**src/rtl/drum_div.sv**
```systemverilog
// drum_div: sequential approximate signed divider built on the DRUM mantissa
// reduction. Both operands are cut down to K-bit unbiased mantissas, the
// mantissas go through a restoring divider (one quotient bit per cycle), and
// the quotient is rescaled by the exponent difference.
module drum_div #(
   parameter int N = 8,
   parameter int M = 8,
   parameter int K = 4
) (
   input  logic         clk,
   input  logic         rst_n,
   input  logic         start,
   input  logic [N-1:0] a,
   input  logic [M-1:0] b,
   output logic         busy,
   output logic         done,
   output logic [N-1:0] r,
   output logic         dz
);

   localparam int unsigned KU = K;
   localparam int AW = $clog2(N);
   localparam int BW = $clog2(M);
   localparam int PW = $clog2(N);
   localparam int QW = $clog2(M);
   localparam int CW = $clog2(2 * K);
   localparam logic [N-1:0] R_MAX = {1'b0, {(N-1){1'b1}}};

   typedef enum logic [2:0] {IDLE, NORM, DIV, SCALE, DONE} state_t;

   state_t state, state_nx;

   // captured operands
   logic [N-1:0] a_q;
   logic [M-1:0] b_q;

   // normalisation results (combinational, valid in NORM)
   logic [N-1:0]  ma;
   logic [M-1:0]  mb;
   logic          sgn_c;
   int unsigned   ka, kb;
   logic [K-1:0]  a_m, b_m;
   logic [PW-1:0] p_c;
   logic [QW-1:0] q_c;

   // divider state
   logic          sgn_q;
   logic [PW-1:0] p_q;
   logic [QW-1:0] q_q;
   logic [2*K-1:0] dvd_q;
   logic [K-1:0]  dvs_q;
   logic [K-1:0]  rem_q;
   logic [2*K-1:0] quot_q;
   logic [CW-1:0] cnt_q;

   // one restoring step
   logic [K:0]    rem_sh;
   logic          ge;
   logic [K-1:0]  rem_nx;

   // rescaling
   int            s;
   int            sh_r;
   logic [N+2*K-1:0] q_ext;
   logic [N-1:0]  r_mag;

   // Magnitudes, leading-one positions and K-bit unbiased mantissas.
   always_comb begin
      ma    = a_q[N-1] ? ~a_q : a_q;
      mb    = b_q[M-1] ? ~b_q : b_q;
      sgn_c = a_q[N-1] ^ b_q[M-1];
      ka    = 0;
      kb    = 0;
      for (int unsigned i = 0; i < N; i++)
         if (ma[AW'(i)]) ka = i;
      for (int unsigned i = 0; i < M; i++)
         if (mb[BW'(i)]) kb = i;
      // Shifting the leading one down to bit K-1 and forcing bit 0 high gives
      // {1, next K-2 bits, 1}, the DRUM unbiased mantissa.
      if (ka > KU - 1) begin
         a_m = K'(ma >> (ka - (KU - 1))) | K'(1);
         p_c = PW'(ka - (KU - 1));
      end else begin
         a_m = ma[K-1:0];
         p_c = '0;
      end
      if (kb > KU - 1) begin
         b_m = K'(mb >> (kb - (KU - 1))) | K'(1);
         q_c = QW'(kb - (KU - 1));
      end else begin
         b_m = mb[K-1:0];
         q_c = '0;
      end
   end

   // Restoring division step: shift in the next dividend bit, subtract if it fits.
   always_comb begin
      rem_sh = {rem_q, dvd_q[2*K-1]};
      ge     = (rem_sh >= {1'b0, dvs_q});
      rem_nx = ge ? K'(rem_sh - {1'b0, dvs_q}) : K'(rem_sh);
   end

   // Rescale the quotient by s = p - q - K; large right shifts flush to zero.
   always_comb begin
      s     = int'(p_q) - int'(q_q) - K;
      sh_r  = -s;
      q_ext = {{N{1'b0}}, quot_q};
      if (s >= 0)
         r_mag = N'(q_ext << s);
      else if (sh_r >= 2 * K)
         r_mag = '0;
      else
         r_mag = N'(q_ext >> sh_r);
   end

   // State register.
   always_ff @(posedge clk) begin
      if (!rst_n) state <= IDLE;
      else        state <= state_nx;
   end

   // Next-state logic.
   always_comb begin
      state_nx = state;
      case (state)
         IDLE:    if (start) state_nx = NORM;
         NORM:    state_nx = (mb == '0) ? DONE : DIV;
         DIV:     if (cnt_q == CW'(2 * K - 1)) state_nx = SCALE;
         SCALE:   state_nx = DONE;
         DONE:    state_nx = start ? NORM : IDLE;
         default: state_nx = IDLE;
      endcase
   end

   assign busy = (state == NORM) || (state == DIV) || (state == SCALE);
   assign done = (state == DONE);

   // Operand capture, divider datapath and result registers.
   always_ff @(posedge clk) begin
      if (!rst_n) begin
         a_q    <= '0;
         b_q    <= '0;
         sgn_q  <= 1'b0;
         p_q    <= '0;
         q_q    <= '0;
         dvd_q  <= '0;
         dvs_q  <= '0;
         rem_q  <= '0;
         quot_q <= '0;
         cnt_q  <= '0;
         r      <= '0;
         dz     <= 1'b0;
      end else begin
         case (state)
            IDLE, DONE: begin
               if (start) begin
                  a_q <= a;
                  b_q <= b;
               end
            end
            NORM: begin
               sgn_q  <= sgn_c;
               p_q    <= p_c;
               q_q    <= q_c;
               dvd_q  <= {a_m, {K{1'b0}}};
               dvs_q  <= b_m;
               rem_q  <= '0;
               quot_q <= '0;
               cnt_q  <= '0;
               if (mb == '0) begin
                  r  <= sgn_c ? ~R_MAX : R_MAX;
                  dz <= 1'b1;
               end
            end
            DIV: begin
               rem_q  <= rem_nx;
               quot_q <= {quot_q[2*K-2:0], ge};
               dvd_q  <= dvd_q << 1;
               cnt_q  <= cnt_q + 1'b1;
            end
            SCALE: begin
               r  <= sgn_q ? ~r_mag : r_mag;
               dz <= 1'b0;
            end
            default: ;
         endcase
      end
   end

endmodule

```
**config.mk**
```make
export PLATFORM = sky130hd
export DESIGN_NAME = drum_div
export DESIGN_NICKNAME = d
export VERILOG_FILES = /design/src/rtl/drum_div.sv
export SDC_FILE = /design/constraint.sdc
export NUM_CORES = 1
export LEC_CHECK = 0
export BUFFER_PORTS_ARGS = -buffer_cell sky130_fd_sc_hd__clkbuf_2
export CAP_MARGIN = 20
export CORE_MARGIN = 1
export CORE_UTILIZATION = 42
export CTS_CLUSTER_SIZE = 40
export DETAILED_ROUTE_END_ITERATION = 10
export HOLD_SLACK_MARGIN = 0.08
export PLACE_DENSITY = 0.66
export SLEW_MARGIN = 25
export SYNTH_ARGS = -nofsm -noshare
export SYNTH_HDL_FRONTEND = slang
export SYNTH_SLANG_ARGS = --single-unit
```
**constraint.sdc**
```tcl
create_clock -name clk -period 3.7 [get_ports clk]
set_clock_uncertainty 0.05 [all_clocks]
set_input_delay 0.74 -clock clk [delete_from_list [all_inputs] [get_ports clk]]
set_output_delay 0.74 -clock clk [all_outputs]
set_load 0.02 [all_outputs]
```
* Yosys cells after proc, flatten, opt, wreduce, memory -nomap -nowiden *
Cells that the tools add are included.

word-level totals
  register bits after elaboration = 62
  input port bits = 19
  output and inout bits = 11
  logic and storage cells = 89

operators by class
  add/subtract/negate cells = 7
  magnitude comparators = 5
  equal/unequal tests = 8
  shifts and indexed selects = 4
  mux-type cells = 38
  bitwise logic cells = 4
  reductions and logical operators = 10

operator list
  cell                     count
  $mux W32                 9
  $gt A32 B2 Y1 const B    2
  $shr A8 B32 Y4           2
  $sub A32 B2 Y32 const B  2
  $mux W8                  7
  $pmux W8 S2              3
  $ge A32 B5 Y1 const B    1
  $neg A5 Y32              1
  $shl A8 B32 Y8           1
  $shr A8 B32 Y8           1
  $not A8 Y8               3
  $mux W3                  6
  $pmux W3 S5              1
  $mux W4                  3
  $logic_not A8 Y1         1
  $pmux W4 S2              1
  $eq A3 B2 Y1 const B     2
  $eq A3 B3 Y1 const B     2
  $ne A2 B2 Y1 const B     3
  $pmux W3 S2              1
  $reduce_and A2 Y1        3
  $ge A5 B1 Y1 const B     1
  $ge A5 B4 Y1             1
  $sub A4 B4 Y5 const B    1
  other kinds (12)         18

* Depth between registers and ports, before layout *
Gate-level depths: netlist of the first run.

  depth after elaboration = 13
  gate-level depth with buffers = 16
  mapped depth without buffers = 14

* Worst setup path before layout of the first run *
Ideal clock, no wire load.

  kind = register to register
  from = register p_q[0]
  to = register r[1]
  setup time = 125 ps
  arrival time = 3669 ps
  data required time = 3525 ps
  setup slack = -145 ps
  stages on the path, launching flop included = 17
  path buffers = 2
  period minus slack after synthesis = 3845 ps
  cell sequence = dfxtp_1 inv_1 ha_1 fa_1 xor2_2 inv_2 ha_1 clkbuf_1 nand2_1 ha_1 nor4bb_1 nand3_1 or2_2 buf_2 o221a_2 o21ai_0 a31oi_1

between the ends
  longest elaborated chain between the ends = 9
  elaborated cells between the ends (all ways) = 12
  classes of those cells = add/sub: 3; order compare: 2; shift: 2; mux: 4; bitwise: 1

RTL lines
  what                                                    line      RTL
  from (decl)                                             48        logic [PW-1:0] p_q;
  from (signal assigned)                                  163       p_q <= p_c;
  $sub A3 B3 Y4 (*)                                       105       s = int'(p_q) - int'(q_q) - K;
  $sub A4 B4 Y5 (*)                                       105
  $neg A5 Y32                                             106       sh_r = -s;
  $ge A32 B5 Y1 / $shr A8 B32 Y8 (equally long branches)  110, 113
  $mux W8                                                 110       else if (sh_r >= 2 * K)
  $mux W8 (*)                                             108       if (s >= 0)
  $not A8 Y8                                              182       r <= sgn_q ? ~r_mag : r_mag;
  $mux W8 (*)                                             182
  $pmux W8 S2 (*)                                         154       case (state)
  to (signal assigned)                                    171       r <= sgn_c ? ~R_MAX : R_MAX;
  to (signal assigned)                                    182
  to (decl)                                               17        output logic [N-1:0] r,

Every way passes the cells marked *; elsewhere a longest branch is shown, timed or not.
A chain may end at the register's enable or synchronous reset.

* Worst setup path in the final report of the first run *
Ends and elaborated chain as after synthesis.

==> qor.yml, run 1 <==
insertion_delay_ns: 0.33
vdd.ir_drop.worst_uv: 213
overflow: 0
clk_pin_slew_ns: 0.07
outcome: "complete, no violations"
antenna_found_initial: 0
die-width_um: 106
ys_async_sr_fraction: 0
die_area_um2: 11300
drc: 0
min_to: "q_q[2]"
detailed_place_hpwl_mm: 7.71
hp-class: "reg -> reg"
ios: 30
num_vias: 4131
first_pass_iters: 4
syn_area_per_cell_um2: 7.90
grt_pass1_wl_mm: 17.7
clkSinkCount: 58
ff2ff_path_depth: 14
tns_ns: 0
path_class: "reg -> reg"
drt_iter0_markers: 194
avgRoutedWirePerCell_um: 14.3
routed_via_density: 5.68
synth_common_cells: "76 x nand2_1, 58 x dfxtp_1, 56 x nor2_1"
core_um2: 10500
grt_pass1_vias: 3812
synth.cell_area_um2: 4580
cp_max_fo: 11
ant_nets: 0
maxCapViolCount: 0
drive_gt1_frac: 0.166
critPathRequiredTime_ns: 3.91
setup_violations: 0
synth_most_common_cell: "nand2_1"
cts_buffers: 9
hp-start: "q_q[2]"
multi_input_area_um2: 3130
root_buffer: "clkbuf_8"
synth_top_area_share: 0.254
slew_violations: 0
whs_path_depth: 2
synth_cell_type_count: 76
critical_path_arrival_ns: 3.70
synth_edf_count: 0
worst_pin_slew_ns: 0.762
syn_nets: 626
synthFlopType: "dfxtp_1"
dp_slack_ns: 0.177
period_needed_ns: 3.48
end_kind: "flip-flop"
rsz0062_at_grt: "false"
timing.final.ws_setup_ns: 0.216
numPortBuffers: 29
yosysTopAreaCell: "dfxtp_1"
regToRegStartpoint: "p_q[0]"
dieHeight_um: 106
ys_seq_area_frac: 0.254
power.density_nw_per_um2: 396
min_period_over_period: 0.942
syn2layout_area_growth_pct: 7.65
cts_max_level: 3
routed_wl_mm: 10.4
max_freq_ghz: 0.287
reg2reg_slack_ns: 0.22
leakagePower_nw: 1.90
relSlewSlack: 0.491
gp_congestion: 0.847
cp-start-kind: "flip-flop"
num-fill-cells: 1042
synth_warnings: 0
hold_buffers: 0
grt_usage: 0.191
cts_tree: "yes"
syn_inst: 580
nets: 634
regArea_um2: 1160
yosys_register_bits: 58
initial_core_util: 0.438
grt_start_max_net_pins: 46
reg2reg_to: "r[1]"
cts.path.max_buffers: 2
hold_viol: 0
num_rows: 37
antenna_cells: 0
synth_area_leaders: "dfxtp_1 25%, ha_1 6.8%, nand2_1 6.2%"
-- what timing repair did --
item,in CTS,in global routing
setup endpoints to repair,0,1
buffers inserted,0,1
gates resized for setup,0,0
-- placed cells by master, fill, tap and decap left out, drive strengths merged, types with 5 or more instances in the layout --
| cell type | netlist | layout |
|---|---|---|
| o21ai | 25 | 25 |
| a211oi | 5 | 5 |
| and3 | 7 | 7 |
| xor2 | 9 | 9 |
| nor2b | 11 | 11 |
| inv | 22 | 22 |
| a22oi | 17 | 17 |
| mux4 | 7 | 7 |
| and2 | 6 | 6 |
| mux2 | 11 | 11 |
| nand2b | 9 | 9 |
| nor3 | 16 | 16 |
| mux2i | 13 | 13 |
| o211ai | 6 | 6 |
| buf | 20 | 10 |
| nand2 | 78 | 78 |
| xnor2 | 6 | 6 |
| clkbuf | 22 | 40 |
| nand3 | 12 | 12 |
| a221oi | 5 | 5 |
| a31oi | 7 | 7 |
| nand3b | 5 | 5 |
| ha | 25 | 25 |
| dfxtp | 58 | 58 |
| a21oi | 51 | 51 |
| nor2 | 56 | 56 |
| o31ai | 6 | 6 |
| o22ai | 5 | 5 |
-- per-stage QoR --
stage / std cells / hold WS (ns) / instance area [um^2] / power [mW] / utilization
after global placement: 712 / 0.398 / 4760 / 1.44 / 0.455
after CTS: 726 / 0.405 / 4920 / 1.96 / 0.470
after global routing: 727 / 0.450 / 4930 / 2.08 / 0.471
after floorplan: 580 / 0.386 / 4580 / 1.32 / -
final: 727 / 0.404 / 4930 / 1.95 / 0.471
after detailed placement: 712 / 0.397 / 4760 / 1.46 / 0.455
-- cell families (layout without fill, tap and decap cells) --
kind of cell,Yosys count,in the layout,synth area share
adders and majority gates,27,27,0.0770
and+or+nand+nor,228,228,0.245
DFF,58,58,0.254
AOI/OAI and AO/OA,157,157,0.237
muxes,31,31,0.0899
xor gates and xnor gates,15,15,0.0344
buffers and inverters,64,75,0.0631
-- report_power, final --
group          internal (mW)  switching (mW)
Combinational          0.308           0.439
Sequential             0.664          0.0544
Clock                  0.251           0.237
-- layout make-up --
| cell class | count | share of cell area |
|---|---|---|
| multi-input combinational | 458 | 0.636 |
| tap | 136 | 0.0345 |
| clock inverter | 3 | 0.00355 |
| inverter | 22 | 0.0173 |
| clock buffer | 11 | 0.0287 |
| timing repair buffer | 39 | 0.0447 |
| sequential | 58 | 0.236 |
-- worst max path at each step --
stage                 from    to  slack, ns  cells after the start
finish              p_q[0]  r[1]       0.22                     14
global route        p_q[0]  r[1]       0.03                     14
CTS                 p_q[0]  r[1]       0.16                     14
detailed placement  p_q[0]  r[1]       0.18                     14
global placement    p_q[0]  r[1]       0.33                     14
floorplan           p_q[0]  r[1]       0.03                     16
-- critical path, cell delays in order (launching register included) --
cell	delay, ns
dfxtp_1	0.33
inv_1	0.04
ha_1	0.22
fa_1	0.41
xor2_2	0.18
inv_2	0.06
ha_2	0.29
nand2_1	0.08
ha_1	0.28
nor4bb_1	0.29
nand3_1	0.24
or2_2	0.41
nor4_1	0.26
a21oi_1	0.10
a31oi_1	0.16
-- sequential cells by signal, summed over array words and instances, names as in the netlist --
register	flops
r	8
state	3
quot_q	8
a_q	8
dvd_q	4
cnt_q	3
dz	1
rem_q	4
q_q	3
sgn_q	1
dvs_q	4
b_q	8
p_q	3
-- layer usage --
layer / vias to the layer above / GRT usage / wire [um] / part of all wire
li1: 2111 / - / - / -
met1: 1939 / 0.243 / 4870 / 0.47
met2: 77 / 0.331 / 5090 / 0.49
met3: 4 / 0.0392 / 368 / 0.035
met4: 0 / 0.0460 / 58 / 0.0056
met5: - / 0 / 0 / 0
No activity file was read; power rests on OpenSTA's default activity.
==> inputs of run 2 (changes only) <==
Settings changed: ABC_AREA set to 1.
==> qor.yml, run 2 <==
period_needed_ns: 3.38  # -0.0992 ns
grt_pass1_wl_mm: 16.4  # -7.2%
fin_area_um2: 4630  # -6.0%
die-width_um: 101  # -4.9%
drt_iter0_markers: 131  # -32%
hp-start: "rem_q[3]"
multi_input_area_um2: 2620  # -16%
min_period_over_period: 0.915  # -0.0268
relSlewSlack: 0.512  # +0.0204
avgRoutedWirePerCell_um: 12.0  # -16%
cts.path.max_buffers: 2  # unchanged
whs_path_depth: 2  # unchanged
crit_path_frequent_cell: "nand2_1"
drc: 0  # unchanged
regArea_um2: 1160  # unchanged
clk_pin_slew_ns: 0.07  # about the same
synth_warnings: 0  # unchanged
num-fill-cells: 984  # -5.6%
initial_core_util: 0.442  # +0.00383
cts_tree: "yes"
ff2ff_path_depth: 25  # +11
synth_top_area_share: 0.281  # +0.0271
slowest_delay_ns: 0.39  # -0.02 ns
critPathRequiredTime_ns: 3.91  # about the same
syn_inst: 622  # +7.2%
slowest_stage: "fa_1"
cp_top_family: "simple AND/OR/NAND/NOR gates"
nets: 697  # +9.9%
hp-class: "reg -> reg"
end_kind: "flip-flop"
syn_area_per_cell_um2: 6.65  # -16%
synth_common_cells: "150 x nand2_1, 68 x nor2_1, 61 x inv_1"
final_common_cell: "nand2_1"
routed_via_density: 5.01  # -12%
numPortBuffers: 29  # unchanged
max_freq_ghz: 0.295  # +2.9%
drive_gt1_frac: 0.142  # -0.0241
routed_wl_mm: 9.45  # -9.0%
dpl-instance-area_um2: 4390  # -7.9%
hold_buffers: 0  # unchanged
synth_cell_type_count: 45  # -41%
path_buf_inv: 5  # +3
regToRegStartpoint: "p_q[0]"
reg2reg_to: "r[7]"
cts_max_level: 3  # unchanged
core_um2: 9370  # -10%
overflow: 0  # unchanged
syn_nets: 668  # +6.7%
ys_seq_area_frac: 0.281  # +0.0271
hold_viol: 0  # unchanged
antenna_cells: 0  # unchanged
dieHeight_um: 101  # -4.9%
synth.cell_area_um2: 4140  # -9.6%
grt_pass1_vias: 3758  # -1.4%
detailed_place_hpwl_mm: 7.22  # -6.4%
tns_ns: 0  # unchanged
synthFlopType: "dfxtp_1"
outcome: "complete, no violations"
ios: 30  # unchanged
ys_async_sr_fraction: 0  # unchanged
ant_nets: 0  # unchanged
slew_violations: 0  # unchanged
synth_edf_count: 0  # unchanged
mostFrequentLayoutCells: "150 x nand2_1, 68 x nor2_1, 61 x inv_1"
critical_path_arrival_ns: 3.60  # -0.10 ns
num_rows: 35  # -5.4%
rsz0062_at_grt: "false"
first_pass_iters: 4  # unchanged
clkSinkCount: 58  # unchanged
num_vias: 3933  # -4.8%
cts_buffers: 9  # unchanged
reg2reg_slack_ns: 0.32  # +0.10 ns
maxCapViolCount: 0  # unchanged
worst_pin_slew_ns: 0.731  # -0.0303 ns
cp_max_fo: 7  # -4
gp_congestion: 0.911  # +7.6%
cp-start-kind: "flip-flop"
yosysTopAreaCell: "dfxtp_1"
synth_most_common_cell: "nand2_1"
setup_violations: 0  # unchanged
syn2layout_area_growth_pct: 11.9
antenna_found_initial: 0  # unchanged
path_class: "reg -> reg"
yosys_register_bits: 58  # unchanged
die_area_um2: 10300  # -9.5%
insertion_delay_ns: 0.34  # about the same
grt_usage: 0.201  # +0.0101
min_to: "rem_q[3]"
root_buffer: "clkbuf_8"
grt_start_max_net_pins: 36  # -22%
synth_area_leaders: "dfxtp_1 28%, nand2_1 14%, ha_1 7.6%"
[run 2: cell types whose count changed in the layout (fill, tap and decap cells not counted), sizes merged, moves of 10 or more]
cell,delta
a21oi,+10
a22oi,-17
inv,+47
mux2,-11
mux2i,-13
nand2,+80
nand3,+36
nor2,+16
nor2b,-11
nor3,-13
o21ai,+37
[run 2: cell families after synthesis]
logic type	count (synthesis)	synth area share
buffers and inverters	92	0.0913
AO/OA/AOI/OAI	135	0.174
adder cells (fa/ha/maj)	27	0.0853
XOR/XNOR	18	0.0581
AND/OR/NAND/NOR	292	0.311
flip-flops	58	0.281
[run 2: how the worst max path moves through the flow]
stage | to | from | slack [ns] | cells after the start
floorplan | r[7] | p_q[0] | 0.12 | 26
global placement | r[7] | p_q[0] | 0.26 | 24
detailed placement | r[7] | p_q[0] | 0.11 | 24
CTS | r[7] | p_q[0] | 0.09 | 24
global route | r[7] | p_q[0] | 0.008 | 25
finish | r[7] | p_q[0] | 0.32 | 25
[run 2: per-layer routing]
metal / vias up / routed length (um) / GRT usage
li1: 2085 / - / -
met1: 1773 / 4390 / 0.238
met2: 62 / 4630 / 0.358
met3: 13 / 252 / 0.0393
met4: 0 / 169 / 0.0803
met5: - / 0 / 0
[run 2: worst register-to-register path: stages, from the launching register on]
cell and delay, ns:
dfxtp_1 0.34, inv_1 0.05, ha_1 0.21, fa_1 0.39, inv_1 0.06, nand2_1 0.08, nand2_2 0.10, inv_1 0.08
ha_4 0.19, clkbuf_2 0.15, ha_1 0.29, nand2_1 0.05, inv_1 0.04, nand2_1 0.05, nor2_2 0.15, and2_4 0.19
nand2_2 0.07, nand2_1 0.08, nand3_2 0.10, nor2_4 0.12, nand2_1 0.09, nand2_1 0.07, nand2_1 0.05, nand3_1 0.07
nand2_1 0.07, a21oi_1 0.13
[run 2: layout make-up]
type | instances | share of cell area
inverters | 72 | 0.0594
multi-input cells | 472 | 0.566
well taps | 129 | 0.0348
clock buffers | 11 | 0.0327
clock inverters | 5 | 0.0113
repair buffers | 38 | 0.0454
flip-flops and latches | 58 | 0.251
[run 2: what timing repair did]
action | 4_1_cts | 5_1_grt
endpoints found under the setup margin | 0 | 8
resized for setup | 0 | 5
buffers inserted | 0 | 3
endpoints found under the hold margin | 0 | 0
[run 2: through the flow]
stage          setup WS [ns]  hold slack (ns)  std cells   util
6_report               0.315            0.417        785  0.494
5_1_grt              0.00810            0.441        785  0.494
4_1_cts               0.0872            0.419        782  0.490
3_5_place_dp           0.112            0.409        766  0.468
3_3_place_gp           0.258            0.396        766  0.468
2_1_floorplan          0.122            0.379        622      -
Power of run 2 is left out: the tool's default activity adds up to more than one toggle a clock period on the data nets, which glitch-free logic cannot reach.
